<file path="config.mk">
export PLATFORM = sky130hd
export DESIGN_NAME = calendar_display_driver
export DESIGN_NICKNAME = d
export VERILOG_FILES = /design/src/rtl/calendar_display_driver.sv
export SDC_FILE = /design/constraint.sdc
export NUM_CORES = 1
export LEC_CHECK = 0
export ABC_AREA = 1
export CORE_UTILIZATION = 65
export DETAILED_ROUTE_END_ITERATION = 8
export GPL_ROUTABILITY_DRIVEN = 1
export PLACE_DENSITY = 0.85
export SLEW_MARGIN = 20
export SYNTH_ARGS = -nofsm -noshare
export SYNTH_HDL_FRONTEND = slang
export SYNTH_SLANG_ARGS = --single-unit
</file>
<file path="constraint.sdc">
create_clock -name clk -period 3.9 [get_ports clk]
set_input_delay 0.585 -clock clk [delete_from_list [all_inputs] [get_ports clk]]
set_output_delay 0.585 -clock clk [all_outputs]
set_load 0.01 [all_outputs]
</file>
<file path="src/rtl/calendar_display_driver.sv">
// Coherent snapshot of calendar fields, shared sequential double-dabble BCD engine,
// and an 8-digit multiplexed common-anode 7-segment scanner (time or date page).
module calendar_display_driver #(
  parameter int unsigned SCAN_DIV  = 50000,
  parameter int unsigned UPD_DIV   = 1000000,
  parameter int unsigned YEAR_BASE = 2024
) (
  input  logic        clk,
  input  logic        rst_n,
  input  logic [5:0]  sec_bin,
  input  logic [5:0]  min_bin,
  input  logic [4:0]  hour_bin,
  input  logic [4:0]  day_bin,
  input  logic [3:0]  month_bin,
  input  logic [13:0] year_bin,
  input  logic        page_sel,
  output logic [6:0]  seg_n,
  output logic        dp_n,
  output logic [7:0]  an_n,
  output logic        busy
);

  localparam int unsigned SCAN_W = (SCAN_DIV > 1) ? $clog2(SCAN_DIV) : 1;
  localparam int unsigned UPD_W  = $clog2(UPD_DIV);
  localparam logic [SCAN_W-1:0] SCAN_LAST = SCAN_W'(SCAN_DIV - 1);
  localparam logic [UPD_W-1:0]  UPD_LAST  = UPD_W'(UPD_DIV - 1);
  localparam logic [14:0]       YEAR_OFS  = 15'(YEAR_BASE);

  typedef enum logic [1:0] {IDLE, LOAD, SHIFT, COMMIT} state_t;

  state_t            state;
  logic              started;
  logic [UPD_W-1:0]  upd_cnt;
  logic              snap_req;

  logic [5:0]  s_min;
  logic [4:0]  s_hour;
  logic [4:0]  s_day;
  logic [3:0]  s_mon;
  logic [13:0] s_year;
  logic        s_page;
  logic [4:0]  s_bad;

  logic [2:0]  field;
  logic [3:0]  step;
  logic [14:0] dd_bin;
  logic [19:0] dd_bcd;
  logic [15:0] adj;
  logic [2:0]  adj_top;
  logic [19:0] bcd_next;
  logic [14:0] load_val;

  logic [7:0]  stage_sec, stage_min, stage_hour, stage_day, stage_mon;
  logic [15:0] stage_year;
  logic [7:0]  disp_sec, disp_min, disp_hour, disp_day, disp_mon;
  logic [15:0] disp_year;
  logic [4:0]  disp_bad;
  logic        disp_page;
  logic        valid;

  logic [SCAN_W-1:0] scan_cnt;
  logic [2:0]        digit;
  logic              dig_en, dig_bad, dig_dp;
  logic [3:0]        dig_val;
  logic [6:0]        seg_next;

  always_ff @(posedge clk or negedge rst_n) begin
    if (!rst_n) begin
      started <= 1'b0;
      upd_cnt <= '0;
    end else begin
      started <= 1'b1;
      upd_cnt <= (upd_cnt == UPD_LAST) ? '0 : upd_cnt + UPD_W'(1);
    end
  end

  assign snap_req = !started || (upd_cnt == UPD_LAST);

  always_comb begin
    load_val = YEAR_OFS + 15'(s_year);
    case (field)
      3'd1:    load_val = 15'(s_min);
      3'd2:    load_val = 15'(s_hour);
      3'd3:    load_val = 15'(s_day) + 15'd1;
      3'd4:    load_val = 15'(s_mon) + 15'd1;
      default: ;
    endcase
  end

  // The top nibble only needs its low 3 bits adjusted: its MSB is shifted out.
  always_comb begin
    adj = '0;
    for (int unsigned i = 0; i < 4; i++) begin
      adj[4*i +: 4] = (dd_bcd[4*i +: 4] >= 4'd5) ? dd_bcd[4*i +: 4] + 4'd3 : dd_bcd[4*i +: 4];
    end
    adj_top  = dd_bcd[18:16] + ((dd_bcd[19:16] >= 4'd5) ? 3'd3 : 3'd0);
    bcd_next = {adj_top, adj, dd_bin[14]};
  end

  // The latch cycle doubles as the seconds load so a full pass is exactly 6 x 16 cycles.
  always_ff @(posedge clk or negedge rst_n) begin
    if (!rst_n) begin
      state      <= IDLE;
      busy       <= 1'b0;
      valid      <= 1'b0;
      field      <= '0;
      step       <= '0;
      dd_bin     <= '0;
      dd_bcd     <= '0;
      s_min      <= '0;
      s_hour     <= '0;
      s_day      <= '0;
      s_mon      <= '0;
      s_year     <= '0;
      s_page     <= 1'b0;
      s_bad      <= '0;
      stage_sec  <= '0;
      stage_min  <= '0;
      stage_hour <= '0;
      stage_day  <= '0;
      stage_mon  <= '0;
      stage_year <= '0;
      disp_sec   <= '0;
      disp_min   <= '0;
      disp_hour  <= '0;
      disp_day   <= '0;
      disp_mon   <= '0;
      disp_year  <= '0;
      disp_bad   <= '0;
      disp_page  <= 1'b0;
    end else begin
      case (state)
        IDLE: if (snap_req) begin
          s_min  <= min_bin;
          s_hour <= hour_bin;
          s_day  <= day_bin;
          s_mon  <= month_bin;
          s_year <= year_bin;
          s_page <= page_sel;
          s_bad  <= {month_bin > 4'd11, day_bin > 5'd30, hour_bin > 5'd23,
                     min_bin > 6'd59, sec_bin > 6'd59};
          dd_bin <= 15'(sec_bin);
          dd_bcd <= '0;
          field  <= '0;
          step   <= '0;
          busy   <= 1'b1;
          state  <= SHIFT;
        end
        LOAD: begin
          dd_bin <= load_val;
          dd_bcd <= '0;
          step   <= '0;
          state  <= SHIFT;
        end
        SHIFT: begin
          dd_bcd <= bcd_next;
          dd_bin <= {dd_bin[13:0], 1'b0};
          step   <= step + 4'd1;
          if (step == 4'd14) begin
            case (field)
              3'd0:    stage_sec  <= bcd_next[7:0];
              3'd1:    stage_min  <= bcd_next[7:0];
              3'd2:    stage_hour <= bcd_next[7:0];
              3'd3:    stage_day  <= bcd_next[7:0];
              3'd4:    stage_mon  <= bcd_next[7:0];
              default: stage_year <= bcd_next[15:0];
            endcase
            if (field == 3'd5) begin
              state <= COMMIT;
            end else begin
              field <= field + 3'd1;
              state <= LOAD;
            end
          end
        end
        COMMIT: begin
          disp_sec  <= stage_sec;
          disp_min  <= stage_min;
          disp_hour <= stage_hour;
          disp_day  <= stage_day;
          disp_mon  <= stage_mon;
          disp_year <= stage_year;
          disp_bad  <= s_bad;
          disp_page <= s_page;
          valid     <= 1'b1;
          busy      <= 1'b0;
          state     <= IDLE;
        end
        default: state <= IDLE;
      endcase
    end
  end

  function automatic logic [6:0] glyph(input logic [3:0] v);
    case (v)
      4'd0:    glyph = 7'h40;
      4'd1:    glyph = 7'h79;
      4'd2:    glyph = 7'h24;
      4'd3:    glyph = 7'h30;
      4'd4:    glyph = 7'h19;
      4'd5:    glyph = 7'h12;
      4'd6:    glyph = 7'h02;
      4'd7:    glyph = 7'h78;
      4'd8:    glyph = 7'h00;
      4'd9:    glyph = 7'h10;
      default: glyph = 7'h7F;
    endcase
  endfunction

  always_comb begin
    dig_en  = 1'b1;
    dig_val = '0;
    dig_bad = 1'b0;
    dig_dp  = 1'b0;
    if (!disp_page) begin
      case (digit)
        3'd0: begin dig_val = disp_sec[3:0];  dig_bad = disp_bad[0]; end
        3'd1: begin dig_val = disp_sec[7:4];  dig_bad = disp_bad[0]; end
        3'd2: begin dig_val = disp_min[3:0];  dig_bad = disp_bad[1]; dig_dp = 1'b1; end
        3'd3: begin dig_val = disp_min[7:4];  dig_bad = disp_bad[1]; end
        3'd4: begin dig_val = disp_hour[3:0]; dig_bad = disp_bad[2]; dig_dp = 1'b1; end
        3'd5: begin dig_val = disp_hour[7:4]; dig_bad = disp_bad[2]; end
        default: dig_en = 1'b0;
      endcase
    end else begin
      case (digit)
        3'd7: begin dig_val = disp_day[7:4]; dig_bad = disp_bad[3]; end
        3'd6: begin dig_val = disp_day[3:0]; dig_bad = disp_bad[3]; dig_dp = 1'b1; end
        3'd5: begin dig_val = disp_mon[7:4]; dig_bad = disp_bad[4]; end
        3'd4: begin dig_val = disp_mon[3:0]; dig_bad = disp_bad[4]; dig_dp = 1'b1; end
        3'd3: dig_val = disp_year[15:12];
        3'd2: dig_val = disp_year[11:8];
        3'd1: dig_val = disp_year[7:4];
        default: dig_val = disp_year[3:0];
      endcase
    end
    seg_next = dig_bad ? 7'h3F : glyph(dig_val);
  end

  // Scanner parks on digit 0 until the first commit so the first digit lights promptly.
  always_ff @(posedge clk or negedge rst_n) begin
    if (!rst_n) begin
      scan_cnt <= '0;
      digit    <= '0;
      an_n     <= 8'hFF;
      seg_n    <= 7'h7F;
      dp_n     <= 1'b1;
    end else if (!valid) begin
      scan_cnt <= '0;
      digit    <= '0;
      an_n     <= 8'hFF;
      seg_n    <= 7'h7F;
      dp_n     <= 1'b1;
    end else begin
      if (scan_cnt == SCAN_LAST) begin
        scan_cnt <= '0;
        digit    <= digit + 3'd1;
      end else begin
        scan_cnt <= scan_cnt + SCAN_W'(1);
      end
      an_n  <= dig_en ? ~(8'd1 << digit) : 8'hFF;
      seg_n <= dig_en ? seg_next : 7'h7F;
      dp_n  <= dig_en ? ~dig_dp : 1'b1;
    end
  end

endmodule

</file>
* Word level (Yosys, flattened, before mapping)
Memory sizes are Yosys's and may differ from the RTL's. Cells that the tools add are included.
Word-level totals: input bits 43, memories kept 1, register bits after elaboration 260, memory bits (read-only) 112, output and inout port bits 17
Cells by class: $lt $le $gt $ge 10, reductions and logical operators 27, shift-type cells 1, bitwise logic cells 3, equal/unequal tests 22, add/sub/neg operators 13, mux-type cells 45
Memories:
- (no name shown) | depth 16, width 7, rd ports 1, clocked after Yosys merged registers in 0, write ports 0, RTL line 195 | case (v)
Operators with widths (count):
- $pmux 15 s4 | 1
- $pmux 20 s3 | 1
- $pmux 15 s3 | 1
- $mux 20 | 2
- $mux 16 | 2
- $pmux 4 s7 | 1
- $mux 4 | 6
- $pmux 4 s6 | 1
- $mux 7 | 3
- $add 20x1->20 const B | 1
- $eq 20x20->1 const B | 1
- $ge 4x3->1 const B | 5
- $eq 3x3->1 const B | 6
- $reduce_and 3->1 | 6
- $add 16x1->16 const B | 1
- $add 4x2->4 const B | 4
- $eq 16x16->1 const B | 1
- $mux 8 | 2
- $add 11x14->15 const A | 1
- $mux 15 | 1
- $mux 3 | 5
- $eq 3x2->1 const B | 4
- $gt 6x6->1 const B | 2
- $pmux 4 s3 | 1
- 33 further kinds | 62

* Logic depth before layout (Yosys ltp)
Gate-level depths: netlist of the first run.
depth in word-level cells 7, depth in mapped cells 18, gate-level depth less buffers 17

* Worst setup path before layout of the first run
Ideal clock, no wire load.
path type register -> register, start point register digit[0], end point register seg_n[6], required time 3.839 ns, path buffers 1, setup slack 1.776 ns, arrival time 2.063 ns, period minus slack after synthesis 2.124 ns, setup time 0.061 ns, stages on the path, launching flop included 19, cell sequence dfrtp_1 ha_1 ha_1 buf_2 inv_2 nand2_1 nor2_4 and2_4 nand2_1 nand3_1 nand2_1 inv_1 ha_1 nand3_1 nand2_1 nand2_1 nand2_1 nand2_1 nand2_1
On the way: word-level cells in the longest chain between the ends 7
RTL lines:
- from (decl) | RTL line 62 | logic [2:0] digit;
- from (signal assigned) | RTL line 257 | digit <= digit + 3'd1;
- $eq 3x1->1, or another cell as far along | RTL line 216, 226
- $pmux 4 s7, or another cell as far along | RTL line 226 | case (digit)
- $mux 4, or another cell as far along | RTL line 215 | if (!disp_page) begin
- $mem_v2 16x7 / $mux 1 (equally long branches)
- $mux 7 | RTL line 237 | seg_next = dig_bad ? 7'h3F : glyph(dig_val);
- $mux 7 (*) | RTL line 262 | seg_n <= dig_en ? seg_next : 7'h7F;
- $mux 7 (*) | RTL line 248 | end else if (!valid) begin
- to (signal assigned) | RTL line 262
- to (decl) | RTL line 17 | output logic [6:0] seg_n,
Mark *: on every way between the ends. The rest lies on a longest branch, timed or not. A chain may end at the register's enable or synchronous reset.

* Worst setup path in the final report of the first run
start point register digit[2], end point register seg_n[6]
Same word-level chain as after synthesis.

==> results of run 1 <==
==> final cells by class <==
type / count / share of cell area
Clock buffer: 38 / 0.0589
Clock inverter: 10 / 0.00992
Sequential cell: 256 / 0.463
Tap cell: 229 / 0.0207
Inverter: 159 / 0.0433
Timing Repair Buffer: 66 / 0.0485
Multi-Input combinational cell: 1012 / 0.355
==> power breakdown <==
part / internal [uW] / leakage (uW) / switching, uW
Clock: 1650 / 0.000469 / 1050
Combinational: 761 / 0.00300 / 1650
Sequential: 3100 / 0.00340 / 300
Total: 5520 / 0.00687 / 3000
==> synthesized netlist by cell type, drive strengths merged <==
master   instances  share of area
ha              31          0.032
a22oi            3         0.0019
buf             21          0.012
nor3            13         0.0067
nand4           20          0.011
clkbuf          21         0.0065
xor2            16          0.012
nor3b            3         0.0019
a31o             1        0.00072
a211oi           1        0.00062
o22ai           20          0.015
and2             2         0.0012
nor2            84          0.029
o2111ai          3         0.0022
o211ai           2         0.0012
nand3           57          0.026
o21ai          137          0.059
and3             1        0.00051
o21a             2         0.0012
nand2          561           0.18
conb             1        0.00031
nand3b           1        0.00062
nor4             5         0.0031
a221oi           1        0.00072
xnor2            3         0.0022
a31oi            4         0.0021
inv            158          0.049
dfrtp          240           0.49
dfstp           16          0.035
or2              4         0.0021
a21oi           35          0.015
o21bai           1        0.00062
clkinv           1        0.00041
==> routing by layer <==
layer,GRT usage,up-vias,routed length (um)
met5,0,-,0
met1,0.412,4832,11900
li1,-,4759,-
met4,0.129,0,1120
met3,0.0452,85,1790
met2,0.523,392,14100
==> flip-flops by register name, summed over array words and instances (netlist names), 6 cells and up <==
name        cells
stage_mon       8
s_year         14
scan_cnt       16
dd_bcd         16
seg_n           7
disp_hour       8
disp_min        8
disp_sec        8
dd_bin         15
disp_year      16
disp_day        8
stage_sec       8
an_n            8
upd_cnt        20
disp_mon        8
s_min           6
stage_year     16
stage_hour      8
stage_day       8
stage_min       8
==> worst min-delay path by stage <==
stage                                    startpoint                       end  slack [ns]  cells past startpoint
after detailed placement  stage_hour[2]$_DFFE_PN0P_  disp_hour[2]$_DFFE_PN0P_        0.46                      2
after CTS                                     rst_n      s_bad[3]$_DFFE_PN0P_        0.14                      1
after global routing                          rst_n   disp_sec[5]$_DFFE_PN0P_        0.18                      1
after floorplan                               rst_n          busy$_DFFE_PN0P_        0.29                      0
after global placement     stage_min[3]$_DFFE_PN0P_  stage_min[3]$_DFFE_PN0P_        0.45                      2
final                                         rst_n      s_bad[3]$_DFFE_PN0P_         0.1                      1
==> cells by family (layout without fill, tap and decap cells) <==
kind of cell	count (synthesis)	in the layout
simple gates	751	751
flops	256	256
compound gates	210	210
buf+inv	201	273
fa+ha+maj	31	31
xor+xnor	19	19
other cells	1	1
==> per-stage QoR <==
stage / instance area (sq um) / instances / total power [uW] / worst slack, ns
CTS: 13900 / 1770 / 8510 / 1.23
detailed placement: 12900 / 1722 / 5760 / 1.27
global placement: 12900 / 1722 / 5680 / 1.41
finish: 13900 / 1770 / 8510 / 1.20
global route: 13900 / 1770 / 8960 / 0.991
floorplan: 12200 / 1469 / 5140 / 1.78
==> results.txt, run 1 <==
I/O Buffers - 59
Die Height - 139 um
die area - 0.0193 sq mm
RSZ-0062 raised after global routing - no
Critical Path Sink - seg_n[6]$_DFF_PN1_
final setup fails - 0
DRC Markers - 8
Reg-to-Reg Start - digit[2]$_DFFE_PN0P_
Clk pin slew, worst setup/hold paths - 0.07 ns
sequential-to-total area share from yosys stat - 0.528
fill cell count - 1,236
Post-CTS Resized - 0
first-pass GRT wire length - 48,300 um
Total GRT Usage - 0.312
synthesis-stage register bit count - 256
row cnt - 49
P&R area growth vs syn - 13.9%
IO Count - 60
Buf/Inv on CP - 3
final hold slack - 0.0963 ns
CP Cell Sequence - inv_2 > ha_1 > inv_2 > nand2_1 > nor2_4 > and2_4 > nand2_1 > nand3_1 > nand2_1 > inv_1 > ha_1 > nand3_1 > nand2_1 > nand2_1 > nand2_1 > nand2_1 > nand2_1
DRT iter0 DRCs - 675
startpoint class of the critical path - flop
largest family of logic cells by synthesized area - simple AND/OR/NAND/NOR gates
n_diodes - 0
CP Max Fanout - 13
Critical Path RT - 4.36 ns
Hold WC Path Type - input port to asynchronous set/reset pin
slew margin rel. - 0.237
Slew Viols, Final - 0
initial antenna violation count - 0
Hold-fix buffers, CTS - 0
Pre-antenna DRT Iters - 7
Routed wire per std cell - 16.3 um
Setup Crit Path Kind - flop to flop
CTS buffer count - 26
H-tree levels - 1
post-synthesis mux area share - 0
TritonCTS sink count - 256
Final Hold Fails - 0
share of cells above drive strength 1 - 0.0844
min Tclk post-route - 2.70 ns
drt total wl - 28,900 um
period utilization - 0.691
Ys Warns - 0
reg2reg path depth - 17
Final Util - 0.764
most used cell, CP - nand2_1
detailed placement HPWL - 19,100 um
gp weighted congestion - 0.962
grt ovf - 0
reg2reg setup slack - 1.20 ns
FF/Latch Area - 0.00643 sq mm
outcome - finished, violations left
placeable core area - 0.0181 sq mm
setup_tns - 0 ns
Die W - 139 um
syn avg cell area - 8.29 sq um
Critical Path AT - 3.16 ns
critical path endpoint category - flop
peak supply drop - 0.506 mV
reg2reg end - seg_n[6]$_DFF_PN1_
largest net degree at the start of global routing - 107
DR vias/cell - 5.69
PD cells - 614 mW/mm^2
CTS tree - done
static leakage - 0.00687 uW
synthesized area - 0.0122 sq mm
Max stage delay on crit path - 0.70 ns
Layout Nets - 1,595
Crit path depth - 17
most common cell after layout, fill and taps aside - nand2_1
worst-skew pair later-pin latency - 0.53 ns
violated checks - DRC
Mapped Cells - 1,469
Setup crit start - digit[2]$_DFFE_PN0P_
area of the multi-input gates - 0.00493 sq mm
Post-Synth XOR/XNOR Area - 0.0137
post-synth cell types - 54
Setup Fix Bufs, Post-CTS - 0
clk_skew - 0.0148 ns
number of global-route vias before repair - 9,897
clk root buf - clkbuf_16
Worst Tran Pin Value - 1.14 ns
area share of and/or/nand/nor cells after synthesis - 0.259
highest clock rate - 371 MHz
Synth Area in Compound Gates - 0.100
Max-cap violations - 0
synthesized-area fraction occupied by adder cells - 0.0319
Crit-path slowest cell - dfrtp_1
total number of vias - 10,068
syn nets - 1,543
most frequent cells in the layout - nand2_1 (552), dfrtp_1 (240), inv_1 (146)
Routed Antenna Nets - 0
Crit path max-delay family - simple AND/OR/NAND/NOR gates
Initial Utilization - 0.671
Clock Tree Buf Depth - 3
Note: power is estimated with default switching activity, not from simulation.
==> inputs of run 2 (changes only) <==
Settings changed: CORE_UTILIZATION 65 to 55, PLACE_DENSITY 0.85 to 0.77.
Clock period 3.9 ns to 2.3 ns, I/O delays scaled along.
==> results.txt, run 2 (synthesis results as in run 1) <==
outcome - completed
reg2reg setup slack - 0.16 ns
grt ovf - 0
CTS tree - done
first-pass GRT wire length - 46,000 um
most common cell after layout, fill and taps aside - nand2_1
switching share of total power - 0.342
Final Hold Fails - 0
Max-cap violations - 0
Top reg by flops - upd_cnt
P&R area growth vs syn - 17.1%
most frequent cells in the layout - nand2_1 (550), dfrtp_1 (240), inv_1 (145)
IO Count - 60
sequential power share - 0.395
Reg-to-Reg Start - digit[0]$_DFFE_PN0P_
Routed wire per std cell - 14.7 um
P_sw - 4990 uW
Buf/Inv on CP - 4
clk_skew - 0.00884 ns
Die W - 151 um
CP Max Fanout - 4
startpoint class of the critical path - flop
gp weighted congestion - 0.936
Pre-antenna DRT Iters - 5
GR Util met1 - 0.353
period utilization - 0.932
CP Cell Sequence - buf_4 > ha_2 > buf_4 > nand3_1 > nand2_1 > inv_1 > nand2_1 > nor2_1 > nand3_1 > nand2_1 > inv_1 > ha_1 > nor2_1 > o21ai_0 > nand2_1
clock share of power - 0.322
reg2reg end - seg_n[3]$_DFF_PN1_
Hold WC Path Type - input port to asynchronous set/reset pin
Combinational Power Share - 0.283
reg2reg path depth - 15
I/O Buffers - 59
Critical Path AT - 2.60 ns
critical path endpoint category - flop
Slew Viols, Final - 0
detailed placement HPWL - 19,200 um
H-tree levels - 1
Routed Antenna Nets - 0
fin area - 0.0143 sq mm
drt total wl - 27,200 um
met2 Track Usage GR - 0.413
Crit-path slowest cell - dfrtp_1
worst-skew pair later-pin latency - 0.53 ns
row cnt - 54
flip-flop count of the largest register after layout - 20
Int Pwr - 9590 uW
final cell count without fillers - 1,851
DRT iter0 DRCs - 626
number of global-route vias before repair - 9,459
Setup Crit Path Kind - flop to flop
Total GRT Usage - 0.254
most used cell, CP - nand2_1
final setup fails - 0
highest clock rate - 466 MHz
dpl cells - 1,797
TritonCTS sink count - 256
Placed Instance Area - 0.0132 sq mm
min Tclk post-route - 2.14 ns
share of cells above drive strength 1 - 0.105
Setup crit start - digit[0]$_DFFE_PN0P_
Crit path max-delay family - simple AND/OR/NAND/NOR gates
Layout Nets - 1,624
Clock Tree Buf Depth - 3
largest net degree at the start of global routing - 76
DRC Markers - 0
global route hottest layer - met2
Max stage delay on crit path - 0.42 ns
Clk pin slew, worst setup/hold paths - 0.06 ns
met3 usage - 0.0348
initial antenna violation count - 0
total number of vias - 9,759
peak supply drop - 0.926 mV
n_diodes - 0
CTS buffer count - 27
Worst Tran Pin Value - 0.568 ns
final hold slack - 0.332 ns
Die Height - 151 um
Initial Utilization - 0.559
slew margin rel. - 0.622
placeable core area - 0.0218 sq mm
static leakage - 0.00702 uW
DR vias/cell - 5.27
PD cells - 1020 mW/mm^2
die area - 0.0227 sq mm
clk root buf - clkbuf_16
Critical Path RT - 2.76 ns
-- run 2: cell types whose count changed in the layout (fill, tap and decap cells not counted), moves of 3 or more --
cell,previous run,this run
buf_12,2,5
buf_4,5,29
clkbuf_1,1,6
clkbuf_8,10,6
ha_1,30,24
ha_2,1,5
-- run 2: timing repair --
item / CTS / global route
resized for setup: 0 / 15
hold buffers: 1 / 0
hold endpoints to repair: 52 / 0
setup endpoints to repair: 0 / 4
buffers inserted: 0 / 3
-- run 2: worst register-to-register path: cells and delay by family (launching register included) --
kind            cells  cell delay [ns]
simple gates        8             0.55
fa+ha+maj           2             0.51
buf+inv             4             0.43
flops               1             0.42
compound gates      1             0.16
-- run 2: metal layers --
metal,share of wire,vias to the layer above
met3,0.047,58
met4,0.031,0
met2,0.47,244
li1,-,4825
met5,0,-
met1,0.45,4632
-- run 2: area by class of cell --
cell class,count,area [sq um]
repair buffers,94,923
clock buffers,39,781
fillers,1837,7500
clock inverters,11,188
well taps,280,350
flip-flops and latches,256,6430
multi-input cells,1012,4980
inverters,159,601
-- run 2: power by group through the flow --
| stage | registers [uW] | logic [uW] | clock network, uW |
|---|---|---|---|
| final | 5750 | 4130 | 4700 |
| after global routing | 5840 | 4690 | 4960 |
| after CTS | 5740 | 4150 | 4770 |
| after detailed placement | 5820 | 4110 | 0 |
| after global placement | 5800 | 4000 | 0 |
| after floorplan | 5710 | 3000 | 0 |
-- run 2: how the worst max path moves through the flow --
stage                     depth (start not counted)                  to  slack, ns
after floorplan                                  18  seg_n[6]$_DFF_PN1_       0.18
after global placement                           17  seg_n[6]$_DFF_PN1_       0.10
after detailed placement                         17  seg_n[6]$_DFF_PN1_       0.05
after CTS                                        17  seg_n[6]$_DFF_PN1_       0.02
after global routing                             17  seg_n[6]$_DFF_PN1_    -0.0001
final                                            15  seg_n[3]$_DFF_PN1_       0.16
-- run 2: metrics by stage --
step	util	total power, uW	setup slack (ns)	setup TNS (ns)
2_1_floorplan	-	8710	0.176	0
3_3_place_gp	0.607	9790	0.104	0
3_5_place_dp	0.607	9930	0.0479	0
4_1_cts	0.651	14700	0.0163	0
5_1_grt	0.655	15500	-0.000140	-0.000140
6_report	0.655	14600	0.156	0
==> inputs of run 3 (changes only) <==
Settings changed: ABC_AREA 1 to not set, CORE_UTILIZATION 55 to 54, PLACE_DENSITY 0.77 to 0.75, REMOVE_ABC_BUFFERS set to 1.
==> results.txt, run 3 <==
outcome - finished, violations left
violated checks - setup timing
worst-skew pair later-pin latency - 0.54 ns
CTS tree - done
synthesized-area fraction occupied by adder cells - 0.0331
period utilization - 1.06
setup slack after layout - -0.136 ns
H-tree levels - 1
switching share of total power - 0.331
CTS buffer count - 27
startpoint class of the critical path - flop
flip-flop count of the largest register after layout - 20
total number of vias - 8,380
peak supply drop - 0.654 mV
CP Max Fanout - 4
largest family of logic cells by synthesized area - simple AND/OR/NAND/NOR gates
Final Hold Fails - 0
Worst Tran Pin Value - 0.562 ns
min Tclk post-route - 2.44 ns
critical path endpoint category - flop
Mapped Cells - 1,049
synthesized area - 0.0117 sq mm
clk root buf - clkbuf_16
placeable core area - 0.0212 sq mm
RSZ-0062 raised after global routing - yes
Clk pin slew, worst setup/hold paths - 0.06 ns
post-synth cell types - 65
Die W - 149 um
Combinational Power Share - 0.341
n_diodes - 0
Initial Utilization - 0.554
synth top area cells - dfrtp_1 (51%), mux2_2 (11%), nand2_1 (4.3%), dfstp_2 (3.6%), ha_1 (3.3%)
grt ovf - 0
share of cells above drive strength 1 - 0.254
P&R area growth vs syn - 23.6%
sequential-to-total area share from yosys stat - 0.548
sequential power share - 0.393
final setup fails - 6
largest net degree at the start of global routing - 79
Post-Synth XOR/XNOR Area - 0.0381
clk_skew - 0.00785 ns
TritonCTS sink count - 256
Slew Viols, Final - 0
slew margin rel. - 0.623
Routed Antenna Nets - 0
Critical Path RT - 2.76 ns
Max-cap violations - 0
EDFF count, synth - 0
drt total wl - 26,200 um
post-synthesis mux area share - 0.116
highest clock rate - 411 MHz
largest area contributor in the netlist - dfrtp_1
I/O Buffers - 59
die area - 0.0223 sq mm
Layout Nets - 1,249
Hold WC Path Type - input port to asynchronous set/reset pin
Die Height - 149 um
Synth async-reset ratio - 1.00
clock share of power - 0.266
P_sw - 5720 uW
Top reg by flops - upd_cnt
top_reg_cell synth - dfrtp_1
Clock Tree Buf Depth - 3
gp weighted congestion - 0.932
synthesis-stage register bit count - 256
Critical Path AT - 2.90 ns
most numerous cell in the Yosys netlist - dfrtp_1
syn avg cell area - 11.2 sq um
Int Pwr - 11,500 uW
most common cell after layout, fill and taps aside - dfrtp_1
Total GRT Usage - 0.240
commonest cells in the netlist - dfrtp_1 (240), nand2_1 (135), mux2_2 (115)
pre-CTS setup slack - -0.294 ns
IO Count - 60
Ys Warns - 0
number of global-route vias before repair - 8,359
area share of and/or/nand/nor cells after synthesis - 0.121
row cnt - 53
most frequent cells in the layout - dfrtp_1 (239), nand2_1 (133), mux2_2 (113)
top cell type's share of synthesized area - 0.512
detailed placement HPWL - 17,100 um
DR vias/cell - 5.70
DRT iter0 DRCs - 504
PD cells - 1190 mW/mm^2
DRC Markers - 0
static leakage - 0.00659 uW
initial antenna violation count - 0
Routed wire per std cell - 17.8 um
setup_tns - -0.446 ns
Setup Crit Path Kind - flop to flop
first-pass GRT wire length - 42,500 um
Synth Area in Compound Gates - 0.116
Pre-antenna DRT Iters - 5
[run 3: cell types whose count changed after synthesis, sizes merged, moves of 17 or more]
cell	before	now
inv	158	29
mux2	0	116
nand2	561	135
nand3	57	28
nor2	84	63
o21ai	137	74
o22ai	20	3
o31ai	0	17
xnor2	3	33
[run 3: worst paths after layout]
kind	start	to	slack [ns]	cells after the start
min	rst_n	scan_cnt[8]$_DFF_PN0_	0.32	2
max	digit[1]$_DFFE_PN0P_	seg_n[6]$_DFF_PN1_	-0.14	11
min reg2reg	s_bad[4]$_DFFE_PN0P_	s_bad[4]$_DFFE_PN0P_	0.47	2
min in group clk	month_bin[2]	s_bad[4]$_DFFE_PN0P_	0.40	3
max reg2reg	digit[1]$_DFFE_PN0P_	seg_n[6]$_DFF_PN1_	-0.14	11
max in group asynchronous	rst_n	s_bad[3]$_DFFE_PN0P_	1.17	3
[run 3: power groups by stage]
stage,clock [uW],sequential (uW),combinational (uW)
after global placement,0,6750,5270
after detailed placement,0,6800,5470
after CTS,4680,6750,5640
final,4590,6780,5890
after global routing,4880,6920,6530
after floorplan,0,6540,3630
[run 3: stage by stage]
stage / hold WS, ns / area [sq um] / cells / util / power, uW
after detailed placement: 0.324 / 13000 / 1399 / 0.616 / 12300
after CTS: 0.353 / 14300 / 1461 / 0.674 / 17100
final: 0.319 / 14500 / 1469 / 0.685 / 17300
after floorplan: 0.0494 / 11500 / 1002 / - / 10200
after global placement: 0.319 / 13000 / 1399 / 0.616 / 12000
after global routing: 0.382 / 14500 / 1469 / 0.685 / 18300
[run 3: layout make-up]
class | instances | area [sq um]
flip-flops and latches | 256 | 6430
multi-input cells | 717 | 5180
repair buffers | 144 | 1480
clock buffers | 37 | 753
inverters | 29 | 114
fillers | 1524 | 6660
well taps | 275 | 344
clock inverters | 11 | 190
[run 3: per-layer routing]
layer / vias to the layer above / wire length, um / global-route usage
li1: 3951 / - / -
met1: 4208 / 11200 / 0.317
met2: 170 / 13300 / 0.407
met3: 51 / 1010 / 0.0367
met4: 0 / 710 / 0.0760
met5: - / 0 / 0
[run 3: cells by family after synthesis]
logic type / count (synthesis)
flops: 256
xor+xnor: 51
simple gates: 306
fa+ha+maj: 31
compound gates: 207
buf+inv: 76
other cells: 1
mux: 121
[run 3: critical path, stage by stage, from the launching register on]
cell	delay [ns]
dfrtp_2	0.46
ha_4	0.20
ha_4	0.17
nor4_4	0.29
nand2_2	0.10
or2_4	0.25
a31oi_4	0.17
inv_2	0.07
ha_4	0.16
mux2_4	0.26
mux2i_1	0.13
o21ai_1	0.08
[run 3: repair_timing]
| action | in CTS | in global routing |
|---|---|---|
| endpoints found under the hold margin | 45 | 0 |
| pin swaps | 18 | 16 |
| resized for setup | 41 | 30 |
| hold buffers | 1 | 0 |
| setup buffers | 13 | 6 |
| setup endpoints to repair | 7 | 51 |
| cloned | 0 | 5 |
